$ cat src/rtl/fp_word_serializer.sv
// Serialises packed {S, E, F} words from the floating-point converter onto
// an 11-bit UART-style frame: start, 8 data bits LSB first, even parity, stop.
// A 2-entry FIFO decouples the converter from the serial line.
module fp_word_serializer #(
  parameter int unsigned CLKS_PER_BIT = 16
) (
  input  logic       clk,
  input  logic       rst_n,
  input  logic       in_valid,
  input  logic       S,
  input  logic [2:0] E,
  input  logic [3:0] F,
  output logic       in_ready,
  output logic       tx,
  output logic       busy,
  output logic       frame_done
);

  localparam logic [15:0] BaudMax = 16'(CLKS_PER_BIT - 1);

  typedef enum logic [2:0] {
    StIdle,
    StStart,
    StData,
    StParity,
    StStop
  } state_e;

  // FIFO storage and bookkeeping
  logic [7:0] mem_q [2];
  logic       wr_ptr_q, rd_ptr_q;
  logic [1:0] count_q, count_d;
  logic       push, pop;
  logic [7:0] packed_in;
  logic [7:0] head;

  // Serialiser state
  state_e      state_q, state_d;
  logic [15:0] baud_q, baud_d;
  logic [2:0]  bit_q, bit_d;
  logic [7:0]  shift_q, shift_d;
  logic        par_q, par_d;
  logic        tx_q, tx_d;

  assign packed_in = {S, E, F};
  assign head      = mem_q[rd_ptr_q];
  // Full check uses registered occupancy only; a pop this cycle does not free a slot early.
  assign in_ready  = (count_q < 2'd2);
  assign push      = in_valid & in_ready;

  // FIFO occupancy next-state; push and pop together leave it unchanged
  always_comb begin
    count_d = count_q;
    if (push && !pop) begin
      count_d = count_q + 2'd1;
    end else if (pop && !push) begin
      count_d = count_q - 2'd1;
    end
  end

  // FIFO storage, pointers and occupancy
  always_ff @(posedge clk or negedge rst_n) begin
    if (!rst_n) begin
      mem_q[0] <= '0;
      mem_q[1] <= '0;
      wr_ptr_q <= 1'b0;
      rd_ptr_q <= 1'b0;
      count_q  <= '0;
    end else begin
      if (push) begin
        mem_q[wr_ptr_q] <= packed_in;
        wr_ptr_q        <= ~wr_ptr_q;
      end
      if (pop) begin
        rd_ptr_q <= ~rd_ptr_q;
      end
      count_q <= count_d;
    end
  end

  // Frame sequencing, baud/bit counting and registered tx next value
  always_comb begin
    state_d = state_q;
    baud_d  = baud_q;
    bit_d   = bit_q;
    shift_d = shift_q;
    par_d   = par_q;
    pop     = 1'b0;

    unique case (state_q)
      StIdle: begin
        if (count_q != 2'd0) begin
          pop     = 1'b1;
          shift_d = head;
          par_d   = ^head;
          baud_d  = BaudMax;
          bit_d   = 3'd0;
          state_d = StStart;
        end
      end
      default: begin
        if (baud_q != 16'd0) begin
          baud_d = baud_q - 16'd1;
        end else begin
          baud_d = BaudMax;
          unique case (state_q)
            StStart: state_d = StData;
            StData: begin
              // bit_q wraps 7 -> 0 so the next frame starts at index 0
              bit_d = bit_q + 3'd1;
              if (bit_q == 3'd7) begin
                state_d = StParity;
              end else begin
                shift_d = {1'b0, shift_q[7:1]};
              end
            end
            StParity: state_d = StStop;
            StStop: begin
              if (count_q != 2'd0) begin
                // Back-to-back: next start bit follows the stop bit directly
                pop     = 1'b1;
                shift_d = head;
                par_d   = ^head;
                bit_d   = 3'd0;
                state_d = StStart;
              end else begin
                baud_d  = 16'd0;
                state_d = StIdle;
              end
            end
            default: state_d = StIdle;
          endcase
        end
      end
    endcase

    unique case (state_d)
      StStart:  tx_d = 1'b0;
      StData:   tx_d = shift_d[0];
      StParity: tx_d = par_d;
      default:  tx_d = 1'b1;
    endcase
  end

  // Serialiser registers; tx is registered so the line never glitches
  always_ff @(posedge clk or negedge rst_n) begin
    if (!rst_n) begin
      state_q <= StIdle;
      baud_q  <= '0;
      bit_q   <= '0;
      shift_q <= '0;
      par_q   <= 1'b0;
      tx_q    <= 1'b1;
    end else begin
      state_q <= state_d;
      baud_q  <= baud_d;
      bit_q   <= bit_d;
      shift_q <= shift_d;
      par_q   <= par_d;
      tx_q    <= tx_d;
    end
  end

  assign tx         = tx_q;
  assign busy       = (state_q != StIdle);
  assign frame_done = (state_q == StStop) && (baud_q == 16'd0);

endmodule

$ cat config.mk
export PLATFORM = sky130hd
export DESIGN_NAME = fp_word_serializer
export DESIGN_NICKNAME = d
export VERILOG_FILES = /design/src/rtl/fp_word_serializer.sv
export SDC_FILE = /design/constraint.sdc
export NUM_CORES = 1
export LEC_CHECK = 0
export CELL_PAD_IN_SITES_DETAIL_PLACEMENT = 1
export CELL_PAD_IN_SITES_GLOBAL_PLACEMENT = 2
export CORE_ASPECT_RATIO = 1.4
export CORE_MARGIN = 4
export CORE_UTILIZATION = 42
export DETAILED_ROUTE_END_ITERATION = 12
export PLACE_DENSITY = 0.92
export REMOVE_ABC_BUFFERS = 1
export SYNTH_ARGS = -nofsm -noshare
export SYNTH_HDL_FRONTEND = slang
export SYNTH_SLANG_ARGS = --single-unit
export TNS_END_PERCENT = 50
$ cat constraint.sdc
create_clock -name clk -period 6.2 [get_ports clk]
set_input_delay 1.55 -clock clk [delete_from_list [all_inputs] [get_ports clk]]
set_output_delay 1.55 -clock clk [all_outputs]
set_load 0.05 [all_outputs]
== Word-level counts from Yosys, hierarchy flattened ==
Index checks and enable logic that the tools add are counted.

* Add/sub/neg operators: 4
* Order comparisons: 4
* Equal/unequal tests: 11
* Muxes and demuxes: 37
* Bitwise gates (word level): 5
* Reduce and logical (&&, ||, !) cells: 16

{| class="wikitable"
|+ Operators with widths
! cell !! count
|-
| 2-to-1 mux 8 bit || 8
|-
| 2-to-1 mux 16 bit || 3
|-
| 2-to-1 mux 3 bit || 7
|-
| bitwise mux 16 bit || 1
|-
| logical NOT 16 bit || 1
|-
| one-hot mux 8 bit (2 select lines) || 1
|-
| nonzero test 16 bit || 1
|-
| subtractor 16 x 1 -> 16 bit, second input constant || 1
|-
| == test 3 x 2 -> 1 bit, second input constant || 4
|-
| one-hot mux 3 bit (4 select lines) || 1
|-
| 2-to-1 mux 1 bit || 9
|-
| demux 8 bit (select 1 bit) || 1
|-
| 2-to-1 mux 4 bit || 2
|-
| parity 8 bit || 1
|-
| == test 3 x 1 -> 1 bit, second input constant || 2
|-
| == test 3 bit, second input constant || 2
|-
| one-hot mux 3 bit (2 select lines) || 1
|-
| nonzero test 3 bit || 2
|-
| greater-or-equal comparator 2 bit, second input constant || 2
|-
| logical AND 1 bit || 4
|-
| 2-to-1 mux 2 bit || 2
|-
| inverter 1 -> 2 bit || 2
|-
| nonzero test 2 bit || 2
|-
| adder 3 x 1 -> 3 bit, second input constant || 1
|-
| other kinds (14) || 16
|}

* Register bits: 52
* Input bits: 11
* Word-level logic and storage cells: 89

== Depth between registers and ports, before layout ==
* Depth after elaboration: 10
* Depth in mapped cells: 10

== Least setup slack after synthesis ==
OpenSTA, ideal clock, no wires.

* Path type: flip-flop to output port
* Start: reg baud_q[7]
* End: out frame_done
* Arrival: 2.459 ns
* Setup slack: 2.191 ns
* Stages on the path, launching flop included: 6
* Buffers on the path: 1
* Path through: dfrtp_1 -> or4_4 -> and4b_1 -> buf_6 -> nand2_1 -> nor3_1

* Cells in the longest elaborated chain, start to end: 2

{| class="wikitable"
|+ Ends and longest elaborated chain
! item !! RTL line !! source
|-
| from (decl) || 39 || <nowiki>logic [15:0] baud_q, baud_d;</nowiki>
|-
| from (signal assigned) || 156 || <nowiki>baud_q <= baud_d;</nowiki>
|-
| logical NOT 16 bit || 166 || <nowiki>assign frame_done = (state_q == StStop) && (baud_q == 16'd0);</nowiki>
|-
| logical AND 1 bit || 166 ||
|-
| to (decl) || 16 || <nowiki>output logic frame_done</nowiki>
|}

No other way between the ends.

== Worst setup path in the final report ==
* Start: reg baud_q[0]
* End: out frame_done

Same word-level chain as after synthesis.

==> qor.yml <==
outcome:
  status: "finished, final reports clean"
setup_path:
  crit_chain: "inv_1 -> ha_1 -> nor4b_1 -> and4b_1 -> nand2_1 -> nor3_1 -> clkdlybuf4s50_1"
  required_ps: 4650
  worst-path-max-fanout: 10
  timing.rr.start: "baud_q[0]"
  critPathArrivalTime_ps: 3090
  cp-start-kind: "register"
  crit_path_start: "baud_q[0]"
  rrSetupSlack_ps: 3180
  reg2reg_depth: 10
  crit-reg2reg-capture: "count_q[1]"
  path_class: "reg -> out"
  cp-end-kind: "output port"
  cp_slowest_cell: "clkdlybuf4s50_1"
  crit_end: "frame_done"
  slowest_delay_ps: 830
floorplanning:
  die_height_um: 105
  start_util_pct: 42.9
  fp.dieW_um: 77.3
  coreArea_mm2: 0.00657
  die_area_mm2: 0.00811
  num_io_pins: 15
  row_count: 35
global_routing:
  antenna_found_initial: 0
  grt_max_degree: 53
  grt_pass1_vias: 2337
  grt_pass1_wl_mm: 11.0
  overflow: 0
  grtUsageTotal_pct: 16.8
logic_synthesis:
  synthArstFlopShare_pct: 100
  synth_edf_count: 0
  synth_cells: 286
  yosys-top-cells-area: "dfrtp_1, mux2_2, o21ai_0"
  ys_ff_latch: 52
  synth.distinct_cells: 55
  synth_top_area_share_pct: 45.3
  ys_seq_area_share_pct: 46.2
  synth_flop_cell: "dfrtp_1"
  yosys.area.top_type: "dfrtp_1"
  synth_warnings: 0
  syn_avg_cell_area_um2: 9.86
  syn-cell-area_mm2: 0.00282
routing:
  ant_nets: 0
  wl_per_cell_um: 17.6
  via_per_inst: 5.95
  via_count: 2196
  dr.pass1.iters: 6
  drc_errors: 0
  wl_mm: 6.48
  drt_iter0_drc: 85
cts:
  cts-resized-gates: 0
  cts_tree: "built"
  insertion_delay_ps: 310
  cts_sinks: 52
  cts_buffers: 5
  clockRootBuffer: "clkbuf_8"
  h-tree-depth: 2
  cts.path.max_buffers: 2
  postCtsSetupRepairBufs: 0
  clkTransAtPathRegs_ps: 100
  cts_hold_buf: 0
sta:
  finalSetupViolations: 0
  drv_slew: 0
  rsz0062_at_grt: "false"
  finalCritPeriodShare_pct: 74.9
  max_freq_mhz: 215
  tightest_slew_ps: 854
  max-slew-margin-rel_pct: 42.8
  clock_skew_ps: 12.3
  final_hold_viol_count: 0
  min_period_ps: 4640
  setup_tns_ps: 0
placed_design:
  io_buffers: 14
  dpl.hpwl_mm: 4.65
  place_congestion: 0.803
  placed_cells: 361
finish:
  final_cell_mix: "dfrtp_1, nor2_1, o21ai_0"
  syn_to_final_growth_pct: 10.4
  nFillCells: 750
  layoutNonFillerInstCount: 369
  drive_above_1_share_pct: 12.2
  fin_util_pct: 47.4
  nets: 310
  layout_commonest_cell: "dfrtp_1"
  regArea_mm2: 0.00130
  multiInputGateArea_mm2: 0.00143
  diodes: 0
pwr:
  total_power_mw: 1.58
  p_per_area_mw_per_mm2: 509
  ir_worst_vdd_uv: 245
  leakage_nw: 1.29
job:
  drv_cap: 0
worst_hold_path:
  hold_path.class: "reg -> reg"
==> sequential cells by signal, summed over array words and instances, names as in the netlist <==
signal    cells
state_q       3
tx            1
wr_ptr_q      1
shift_q       8
baud_q       16
count_q       2
bit_q         3
par_q         1
mem_q        16
rd_ptr_q      1
==> worst min path at each step <==
stage,to,from,cells after the start,slack [ps]
after floorplan,baud_q[15],baud_q[15],1,440
after global placement,baud_q[15],baud_q[15],1,460
after detailed placement,baud_q[15],baud_q[15],1,470
after CTS,baud_q[15],baud_q[15],1,490
after global routing,baud_q[15],baud_q[15],1,520
final,baud_q[15],baud_q[15],1,490
==> logic make-up (layout without fill, tap and decap cells) <==
kind of cell               count (synthesis)  count (layout)  share of synthesized area [%]
and+or+nand+nor                           92              92                           16.2
buffers and inverters                     20              29                           3.02
adders and majority gates                  5               5                           2.22
AOI/OAI and AO/OA                         75              75                           17.4
DFF                                       52              52                           46.2
muxes                                     25              25                           9.63
xor gates and xnor gates                  17              17                           5.28
==> final cells by class <==
class | count | share of cell area (%)
clock buffer | 6 | 2.65
timing repair buffer | 15 | 4.58
sequential | 52 | 41.8
clock inverter | 2 | 1.25
inverter | 6 | 0.723
multi-input combinational | 214 | 46.0
tap | 74 | 2.97
==> Yosys cell counts (2+ instances only) <==
master    count
dfrtp_1      51
nor2_1       35
o21ai_0      29
nand2_1      19
mux2_2       17
a21oi_1      14
xnor2_1      11
clkbuf_1     10
nor3_1       10
mux2i_1       8
a221o_1       6
inv_1         6
xor2_1        6
ha_1          5
nand3_1       5
o31ai_1       4
nor4_1        3
o41ai_1       3
or3_1         3
a211oi_1      2
a21o_1        2
a21oi_2       2
nor2b_1       2
o22a_1        2
==> power by group <==
| part | internal (mW) | leakage, nW | switching, mW |
|---|---|---|---|
| Sequential | 0.494 | 0.636 | 0.192 |
| Combinational | 0.326 | 0.590 | 0.321 |
| Clock | 0.132 | 0.0614 | 0.119 |
==> through the flow <==
stage	hold WS [ps]	instance area (um^2)	worst slack [ps]
detailed placement	475	2990	1910
finish	486	3110	1560
global route	516	3110	1310
CTS	490	3110	1550
floorplan	439	2760	2080
global placement	461	2990	2000
==> layer usage <==
layer	global-route usage (%)	share of wire [%]	up-vias	routed length, um
li1	-	-	1045	-
met2	31.9	55	26	3580
met3	2.33	1.9	10	124
met5	0	0	-	0
met4	5.60	1.9	0	122
met1	18.7	41	1115	2660
==> worst max-delay path: cells and delay by family, from the launching register on <==
kind	cells	cell delay, ps
AND/OR/NAND/NOR	4	1260
buffers and inverters	2	950
flip-flops	1	410
adder cells (fa/ha/maj)	1	150
Note: power is estimated with default switching activity, not from simulation.
